--- src/rtl/jk_arb_pkg.sv ---
// rtl/jk_arb_pkg.sv - JK command codes, arbiter states and round-robin pick
package jk_arb_pkg;

  localparam logic [1:0] CMD_HOLD   = 2'b00;
  localparam logic [1:0] CMD_CLEAR  = 2'b01;
  localparam logic [1:0] CMD_SET    = 2'b10;
  localparam logic [1:0] CMD_TOGGLE = 2'b11;

  typedef enum logic [1:0] {
    IDLE      = 2'd0,
    APPLY     = 2'd1,
    WAIT_DROP = 2'd2
  } arb_state_t;

  // First requester with req set, searching from ptr+1 around n slots (n <= 8).
  function automatic logic [2:0] rr_next(input logic [7:0] req,
                                         input logic [2:0] ptr,
                                         input int unsigned n);
    logic [2:0] pick;
    logic [2:0] idx;
    logic       found;
    pick  = ptr;
    found = 1'b0;
    for (int unsigned i = 1; i <= 8; i++) begin
      idx = 3'((32'(ptr) + i) % n);
      if (i <= n && !found && req[idx]) begin
        pick  = idx;
        found = 1'b1;
      end
    end
    return pick;
  endfunction

endpackage

--- src/rtl/jk_cell.sv ---
// rtl/jk_cell.sv - single JK flip-flop bit with enable, async reset to 0
module jk_cell
  import jk_arb_pkg::*;
(
  input  logic clk,
  input  logic reset,
  input  logic en,
  input  logic j,
  input  logic k,
  output logic q
);

  always_ff @(posedge clk or posedge reset) begin
    if (reset) begin
      q <= 1'b0;
    end else if (en) begin
      case ({j, k})
        CMD_CLEAR:  q <= 1'b0;
        CMD_SET:    q <= 1'b1;
        CMD_TOGGLE: q <= ~q;
        default:    q <= q;
      endcase
    end
  end

endmodule

--- src/rtl/jk_bank_arbiter.sv ---
// rtl/jk_bank_arbiter.sv - round-robin owner of a shared JK bank; JK_ARB_LOCK_EN enables lock retain
module jk_bank_arbiter
  import jk_arb_pkg::*;
#(
  parameter int NREQ  = 4,
  parameter int WIDTH = 8
) (
  input  logic                  clk,
  input  logic                  reset,
  input  logic [NREQ-1:0]       req,
  input  logic [2*NREQ-1:0]     cmd,
  input  logic [NREQ*WIDTH-1:0] mask,
  input  logic [NREQ-1:0]       lock,
  output logic [NREQ-1:0]       gnt,
  output logic                  busy,
  output logic [WIDTH-1:0]      q
);

  localparam int PW = $clog2(NREQ);

  arb_state_t       state;
  logic [PW-1:0]    ptr;
  logic [PW-1:0]    winner;
  logic [PW-1:0]    pick;
  logic [1:0]       lat_cmd;
  logic [WIDTH-1:0] lat_mask;

  assign pick = PW'(rr_next(8'(req), 3'(ptr), NREQ));
  assign busy = (state != IDLE);

`ifndef JK_ARB_LOCK_EN
  logic unused_lock;
  assign unused_lock = ^lock;
`endif

  always_ff @(posedge clk or posedge reset) begin
    if (reset) begin
      state    <= IDLE;
      ptr      <= PW'(NREQ - 1);
      winner   <= '0;
      lat_cmd  <= CMD_HOLD;
      lat_mask <= '0;
      gnt      <= '0;
    end else begin
      case (state)
        IDLE: begin
          if (|req) begin
            winner   <= pick;
            lat_cmd  <= cmd[2*pick +: 2];
            lat_mask <= mask[WIDTH*pick +: WIDTH];
            state    <= APPLY;
          end
        end
        APPLY: begin
          gnt   <= NREQ'(1) << winner;
          state <= WAIT_DROP;
        end
        WAIT_DROP: begin
          if (!req[winner]) begin
            gnt   <= '0;
            state <= IDLE;
`ifdef JK_ARB_LOCK_EN
            // Parking ptr one behind the winner puts it first in the next search.
            if (lock[winner])
              ptr <= (winner == '0) ? PW'(NREQ - 1) : winner - PW'(1);
            else
              ptr <= winner;
`else
            ptr <= winner;
`endif
          end
        end
        default: state <= IDLE;
      endcase
    end
  end

  for (genvar b = 0; b < WIDTH; b++) begin : g_bank
    jk_cell u_cell (
      .clk   (clk),
      .reset (reset),
      .en    ((state == APPLY) && lat_mask[b]),
      .j     (lat_cmd[1]),
      .k     (lat_cmd[0]),
      .q     (q[b])
    );
  end

endmodule

--- config.mk ---
export PLATFORM = sky130hd
export DESIGN_NAME = jk_bank_arbiter
export DESIGN_NICKNAME = d
export VERILOG_FILES = /design/src/rtl/jk_arb_pkg.sv /design/src/rtl/jk_cell.sv /design/src/rtl/jk_bank_arbiter.sv
export SDC_FILE = /design/constraint.sdc
export NUM_CORES = 1
export LEC_CHECK = 0
export CAP_MARGIN = 20
export CELL_PAD_IN_SITES_DETAIL_PLACEMENT = 2
export CELL_PAD_IN_SITES_GLOBAL_PLACEMENT = 2
export CORE_MARGIN = 5
export CORE_UTILIZATION = 26
export CTS_BUF_LIST = sky130_fd_sc_hd__clkbuf_2 sky130_fd_sc_hd__clkbuf_4 sky130_fd_sc_hd__clkbuf_8
export DETAILED_ROUTE_END_ITERATION = 12
export GPL_TIMING_DRIVEN = 0
export PLACE_DENSITY = 0.9
export SLEW_MARGIN = 40
export SYNTH_ARGS = -nofsm -noshare
export SYNTH_HDL_FRONTEND = slang
export SYNTH_SLANG_ARGS = --single-unit
--- constraint.sdc ---
create_clock -name clk -period 2 [get_ports clk]
set_input_delay 0.3 -clock clk [delete_from_list [all_inputs] [get_ports clk]]
set_output_delay 0.3 -clock clk [all_outputs]
set_load 0.005 [all_outputs]
* After elaboration in Yosys (flattened, before gate mapping)
Index checks and enable logic that the tools add are counted.
Word-level totals: input port bits 50, register bits after elaboration 28, output and inout port bits 13
Cells by class: add/sub/neg operators 4, reduce and logical (&&, ||, !) cells 31, equal/unequal tests 7, bitwise logic cells 9, magnitude comparators 5, shifts and indexed selects 3, multiplexer cells 30
Operators by type and width (count):
- $shiftx A32 B6 Y8 | 1
- $pmux W1 S3 | 8
- $reduce_and A2 Y1 | 12
- $lt A2 B4 Y1 const B | 4
- $mux W2 | 6
- $logic_and A1 B1 Y1 | 11
- $bmux W1 S2 | 5
- $not A1 Y1 | 9
- $mux W1 | 8
- $pmux W4 S2 | 1
- $shiftx A8 B4 Y2 | 1
- $eq A2 B2 Y1 const B | 3
- $pmux W2 S3 | 1
- $add A2 B1 Y2 const B | 2
- $add A2 B2 Y2 const B | 2
- $eq A2 B1 Y1 const B | 2
- $mux W4 | 1
- $ne A2 B2 Y1 const B | 2
- $reduce_bool A2 Y1 | 2
- $reduce_or A4 Y1 | 1
- $shl A1 B2 Y4 const A | 1
- $logic_not A1 Y1 | 3
- $lt A2 B3 Y1 const B | 1
- $reduce_bool A3 Y1 | 1
- $logic_not A2 Y1 | 1

* Depth between registers and ports, before layout
word-level depth 14, depth in mapped cells 7, gate-level depth less buffers 5

* Modules after synthesis
From an unflattened synthesis, not the netlist that was laid out.
Second synthesis, totals: cells, all modules 169, area, all modules 1652.8 um^2
Modules (own cells, without submodules):
- jk_bank_arbiter | area an instance 1332.5 um^2, cells each 137, times used 1
- jk_cell | area an instance 40.0 um^2, cells each 4, times used 8

* Worst setup path before layout
Ideal clock, no wire load.
kind reg2reg, start register winner[1], end register ptr[1], data arrival time 1.534 ns, buffers on the path 0, cell stages (with the launch flop) 5, setup slack 0.384 ns, data required time 1.918 ns, period minus slack after synthesis 1.616 ns, path through dfrtp_1 > mux4_2 > nand2b_4 > nor2_4 > mux2_2
Between the ends: word-level cells in the longest chain between the ends 4
Ends and longest elaborated chain:
- start, declared | RTL line jk_bank_arbiter.sv:23 | logic [PW-1:0] winner;
- start signal, assigned | RTL line jk_bank_arbiter.sv:48 | winner <= pick;
- $bmux W1 S2 | RTL line jk_bank_arbiter.sv:59 | if (!req[winner]) begin
- $mux W1 (not written as such) | RTL line jk_bank_arbiter.sv:59
- $not A1 Y1 (no line)
- $reduce_and A2 Y1 (no line)
- end signal, assigned | RTL line jk_bank_arbiter.sv:39 | ptr <= PW'(NREQ - 1);
- end signal, assigned | RTL line jk_bank_arbiter.sv:69 | ptr <= winner;
- end, declared | RTL line jk_bank_arbiter.sv:22 | logic [PW-1:0] ptr;
Several ways; a longest one is shown, not always the timed one. The select of a mux whose other input is x is not followed. A chain may end at the register's enable or synchronous reset.

* Worst setup path after layout
start input req[2], end register lat_cmd[0]
Between the ends: word-level cells in the longest chain between the ends 13, elaborated cells on any way between the ends 24, classes of those cells 1 x shift; 15 x mux; 8 x reduce/logical
Ends and longest elaborated chain:
- start, declared | RTL line jk_bank_arbiter.sv:10 | input logic [NREQ-1:0] req,
- $bmux W1 S2 | RTL line jk_arb_pkg.sv:26 | if (i <= n && !found && req[idx]) begin
- $mux W1 (not written as such) | RTL line jk_arb_pkg.sv:26
- $mux W1 | RTL line jk_arb_pkg.sv:26
- $logic_not A1 Y1 | RTL line jk_arb_pkg.sv:26
- $logic_and A1 B1 Y1 | RTL line jk_arb_pkg.sv:26
- $mux W1 | RTL line jk_arb_pkg.sv:26
- $logic_not A1 Y1 | RTL line jk_arb_pkg.sv:26
- $logic_and A1 B1 Y1 | RTL line jk_arb_pkg.sv:26
- $mux W1 | RTL line jk_arb_pkg.sv:26
- $logic_not A1 Y1 | RTL line jk_arb_pkg.sv:26
- $logic_and A1 B1 Y1 | RTL line jk_arb_pkg.sv:26
- $mux W2 | RTL line jk_arb_pkg.sv:26
- $shiftx A8 B4 Y2 | RTL line jk_bank_arbiter.sv:49 | lat_cmd <= cmd[2*pick +: 2];
- end signal, assigned | RTL line jk_bank_arbiter.sv:49
- end, declared | RTL line jk_bank_arbiter.sv:25 | logic [1:0] lat_cmd;
Several ways; a longest one is shown, not always the timed one. The select of a mux whose other input is x is not followed.

==> key figures <==
Power
  • Part of the power in combinational logic: ~55%
  • Power per cell area: 1453 nW/um^2
  • Switch Pwr: ~0.0014 W
  • Part of the total power dissipated in sequential elements: 34.4%
  • Peak ir drop on the vdd network: roughly 0.55 mV
  • Leakage power total: 0.9866 nW
  • Switching fraction of total power: 41.49%
  • Internal power summed over all cells: 0.002045 W
  • Clock network power share: 10.4%
  • Total power after layout: 0.003495 W

Clocking
  • Clock insertion delay at the later pin of the skew report: 280 ps
  • Total clock sinks: 28
  • Htree depth: 1
  • CTS root buffer: sky130_fd_sc_hd__clkbuf_8
  • Number of setup buffers added after CTS: 0
  • Largest buffer count on any clock path: 2
  • TritonCTS clock tree: yes
  • Clock buffers created by TritonCTS: 3
  • Post-CTS Hold Buffers: 0
  • Clock-pin slew on the worst setup and hold paths: 100 ps

Yosys
  • Xor/xnor cell area share of the yosys netlist: 0%
  • Main combinational cell family by area after synthesis: compound AO/OA/AOI/OAI gates
  • Compound-gate portion of the synthesized area: 26.41%
  • Largest area contributor in the synthesized netlist: sky130_fd_sc_hd__dfrtp_1
  • Summed instance area of the synthesized netlist: 1644 um^2
  • Mean instance size in the synthesized netlist: between 9 and 10 um^2
  • Portion of synthesized cell area occupied by the leading cell type: 39.57%
  • Net Count, Synth: 222
  • Adder-cell share of the synthesized area: 0%
  • Warning count from the yosys run: 0
  • Cells after Synth: 172
  • Synth Register Bits: 28
  • Multiplexer fraction of the synthesized cell area: under 10%
  • Biggest area contributors in the synthesized netlist: sky130_fd_sc_hd__dfrtp_1 40%, sky130_fd_sc_hd__a31oi_1 8.8%, sky130_fd_sc_hd__a211oi_1 8.7%
  • Fraction of the yosys area taken by sequential cells: 42.77%
  • Post-synthesis share of cell area spent on and, or, nand and nor gates: 11.49%
  • Count of distinct cell types in the synthesized netlist: 34

Place
  • Number of buffers added on ports: 58
  • Final RePlAce weighted congestion: 0.7570
  • Hpwl dp: ~4200 um

Routing
  • Final ANT Viol Nets: 0
  • Detailed-routing wirelength on met1: 2333 um
  • Detailed-route DRC error count: 0
  • Met2 Wirelength: 2860 um
  • Number of DRC markers after the initial detailed-route iteration: 52
  • DR vias/cell: approximately 5.1
  • Wire length per cell after detailed routing: between 15 and 20 um
  • Number of search-and-repair iterations in the first detailed-routing pass: 3
  • Top routing layer in use: met4
  • Aggregate routed wire length: 5544 um
  • Amount of wire on met3 after detailed routing: between 200 and 250 um
  • Via count of the routed design: 1578

Critical path
  • Arrival time at the worst endpoint: 2080 ps
  • Sort of element at the start of the critical path: primary input
  • Setup crit end kind: register
  • Required time reported for the critical path endpoint: 2190 ps
  • Classification of the worst setup path: in -> reg
  • Maximum fanout count along the critical path: 10

Global routing
  • Final global-route overflow total: 0
  • Largest net degree at the start of global routing: 29
  • Antenna violations before repair: 0
  • Overall track demand over capacity in global routing: 14.64%
  • First-pass GRT wire length: 9059 um
  • Number of global-route vias before repair: 1742

Final layout
  • Layout Nets: roughly 290
  • Combined flip-flop and latch cell area: roughly 700 um^2
  • Area of the multi-input gates: 783.3 um^2
  • Synthesis-to-layout area growth: 46.27%
  • Filler cell count: 707
  • Highest-count cells in the layout ignoring fill and taps: 57 x sky130_fd_sc_hd__clkdlybuf4s50_1, 26 x sky130_fd_sc_hd__dfrtp_1, 23 x sky130_fd_sc_hd__a31oi_1
  • Share of final-layout standard cells stronger than drive strength 1: 14.10%
  • Final cell utilization of the core: 38.53%
  • Count of inserted antenna diode cells: 0
  • Most common library cell in the layout ignoring fill and taps: sky130_fd_sc_hd__clkdlybuf4s50_1

Flow run
  • Count of max-cap constraint violations: 0

Timing
  • Post-layout minimum cycle time: around 1900 ps
  • Worst clock skew: around 3.4 ps
  • Period utilization: 94.51%
  • Number of hold-slack violations in the final timing report: 0
  • Relative slew margins: between 60 and 70%
  • Number of max-slew violations in the final report: 0
  • RSZ-0062 raised after global routing: false
  • Maximum clock frequency: 529.0 MHz
  • Count of final setup violators: 0
  • Worst hold slack: 403.4 ps
  • Least-Margin Pin Slew: 585.9 ps

Floorplanning
  • Total I/O pin count: 63
  • Vertical extent of the die: 89.52 um
  • Core region area: 6241 um^2
  • Effective utilization at floorplan: 26.34%
  • Overall die area: 8014 um^2
  • Width of the die: between 80 and 90 um
  • Floorplan row count: 29

Outcome
  • Result of the run: complete, no violations

Hold path
  • Worst min path class: in -> async
==> sequential cells by signal, indices dropped and copies added, names as in the netlist <==
register and flops:
g_bank.u_cell.q 8, gnt 4, winner 2, ptr 2, state 2, lat_mask 8, lat_cmd 2
==> metal layers <==
layer	vias to the layer above	GRT usage, %
met2	40	25.92
met4	0	5.277
li1	749	-
met3	9	1.843
met1	780	18.15
met5	-	0
==> layout make-up <==
type                            count  share of cell area (%)
Clock buffer                        4                   2.289
Multi-Input combinational cell    110                   32.57
Tap cell                           77                   4.006
Inverter                           15                   2.341
Timing Repair Buffer               58                   24.25
Sequential cell                    28                   29.24
Buffer                             19                   5.307
==> cells in the mapped netlist <==
| cell type | number |
|---|---|
| sky130_fd_sc_hd__a21boi_1 | 1 |
| sky130_fd_sc_hd__a221oi_1 | 2 |
| sky130_fd_sc_hd__a21o_1 | 3 |
| sky130_fd_sc_hd__nand2b_4 | 1 |
| sky130_fd_sc_hd__inv_1 | 15 |
| sky130_fd_sc_hd__nand3_2 | 1 |
| sky130_fd_sc_hd__and3_1 | 1 |
| sky130_fd_sc_hd__and2_1 | 1 |
| sky130_fd_sc_hd__nor2_1 | 15 |
| sky130_fd_sc_hd__nand2b_1 | 3 |
| sky130_fd_sc_hd__o21ai_0 | 6 |
| sky130_fd_sc_hd__or2_2 | 1 |
| sky130_fd_sc_hd__nor2_2 | 1 |
| sky130_fd_sc_hd__mux2i_1 | 10 |
| sky130_fd_sc_hd__buf_2 | 3 |
| sky130_fd_sc_hd__buf_4 | 8 |
| sky130_fd_sc_hd__dfrtp_1 | 26 |
| sky130_fd_sc_hd__a41oi_1 | 4 |
| sky130_fd_sc_hd__a211oi_2 | 1 |
| sky130_fd_sc_hd__mux4_2 | 1 |
| sky130_fd_sc_hd__nor2_4 | 1 |
| sky130_fd_sc_hd__dfstp_2 | 2 |
| sky130_fd_sc_hd__nand2_1 | 4 |
| sky130_fd_sc_hd__o21a_1 | 1 |
| sky130_fd_sc_hd__nor2b_1 | 3 |
| sky130_fd_sc_hd__clkbuf_1 | 5 |
| sky130_fd_sc_hd__a211oi_1 | 19 |
| sky130_fd_sc_hd__a31oi_1 | 23 |
| sky130_fd_sc_hd__buf_6 | 3 |
| sky130_fd_sc_hd__mux2_2 | 1 |
| sky130_fd_sc_hd__nor4_1 | 1 |
| sky130_fd_sc_hd__nor3_1 | 1 |
| sky130_fd_sc_hd__or3b_1 | 1 |
| sky130_fd_sc_hd__a21oi_1 | 3 |
==> power by group through the flow <==
stage | Combinational [W] | Sequential (W) | Clock, W
after floorplan | 0.00122 | 0.00109 | 0
after global placement | 0.00177 | 0.00117 | 0
after detailed placement | 0.00187 | 0.00120 | 0
after CTS | 0.00196 | 0.00120 | 0.000372
after global routing | 0.00212 | 0.00126 | 0.000398
final | 0.00193 | 0.00120 | 0.000363
==> through the flow <==
step           setup TNS, ps  cells  setup slack [ps]  cell area, um^2
2_1_floorplan              0    172             384.0             1644
3_3_place_gp           -1842    307            -221.8             2321
3_5_place_dp           -2334    307            -255.4             2321
4_1_cts                    0    311            0.9877             2391
5_1_grt                    0    311             14.03             2405
6_report                   0    311             109.8             2405
==> path summary, 6_finish.rpt <==
check,startpoint,to,slack [ps],depth (start not counted)
setup / recovery,req[2],lat_cmd[0],110,7
hold / removal,reset,lat_cmd[0],400,2
setup reg to reg,state[0],lat_cmd[0],120,5
hold reg to reg,g_bank[3].u_cell.q,g_bank[3].u_cell.q,510,1
max in group asynchronous,reset,gnt[1],1210,2
min in group clk,g_bank[3].u_cell.q,g_bank[3].u_cell.q,510,1
==> worst max-delay path: stages <==
cell and delay [ps]:
sky130_fd_sc_hd__clkdlybuf4s50_1 500, sky130_fd_sc_hd__or3b_1 400, sky130_fd_sc_hd__and3_1 190, sky130_fd_sc_hd__buf_6 120, sky130_fd_sc_hd__buf_6 150, sky130_fd_sc_hd__mux2i_1 160, sky130_fd_sc_hd__a211oi_1 250
==> cells by family (layout without fill, tap and decap cells) <==
logic type             Yosys count  count (layout)
flip-flops                      28              28
multiplexers                    12              12
buffers and inverters           34              96
AO/OA/AOI/OAI                   63              63
AND/OR/NAND/NOR                 35              35
==> timing repair <==
item                       4_1_cts  5_1_grt
resized for setup                3        4
pin swaps                        0        1
setup endpoints to repair        2        4
Power figures use the tool's default switching activity.
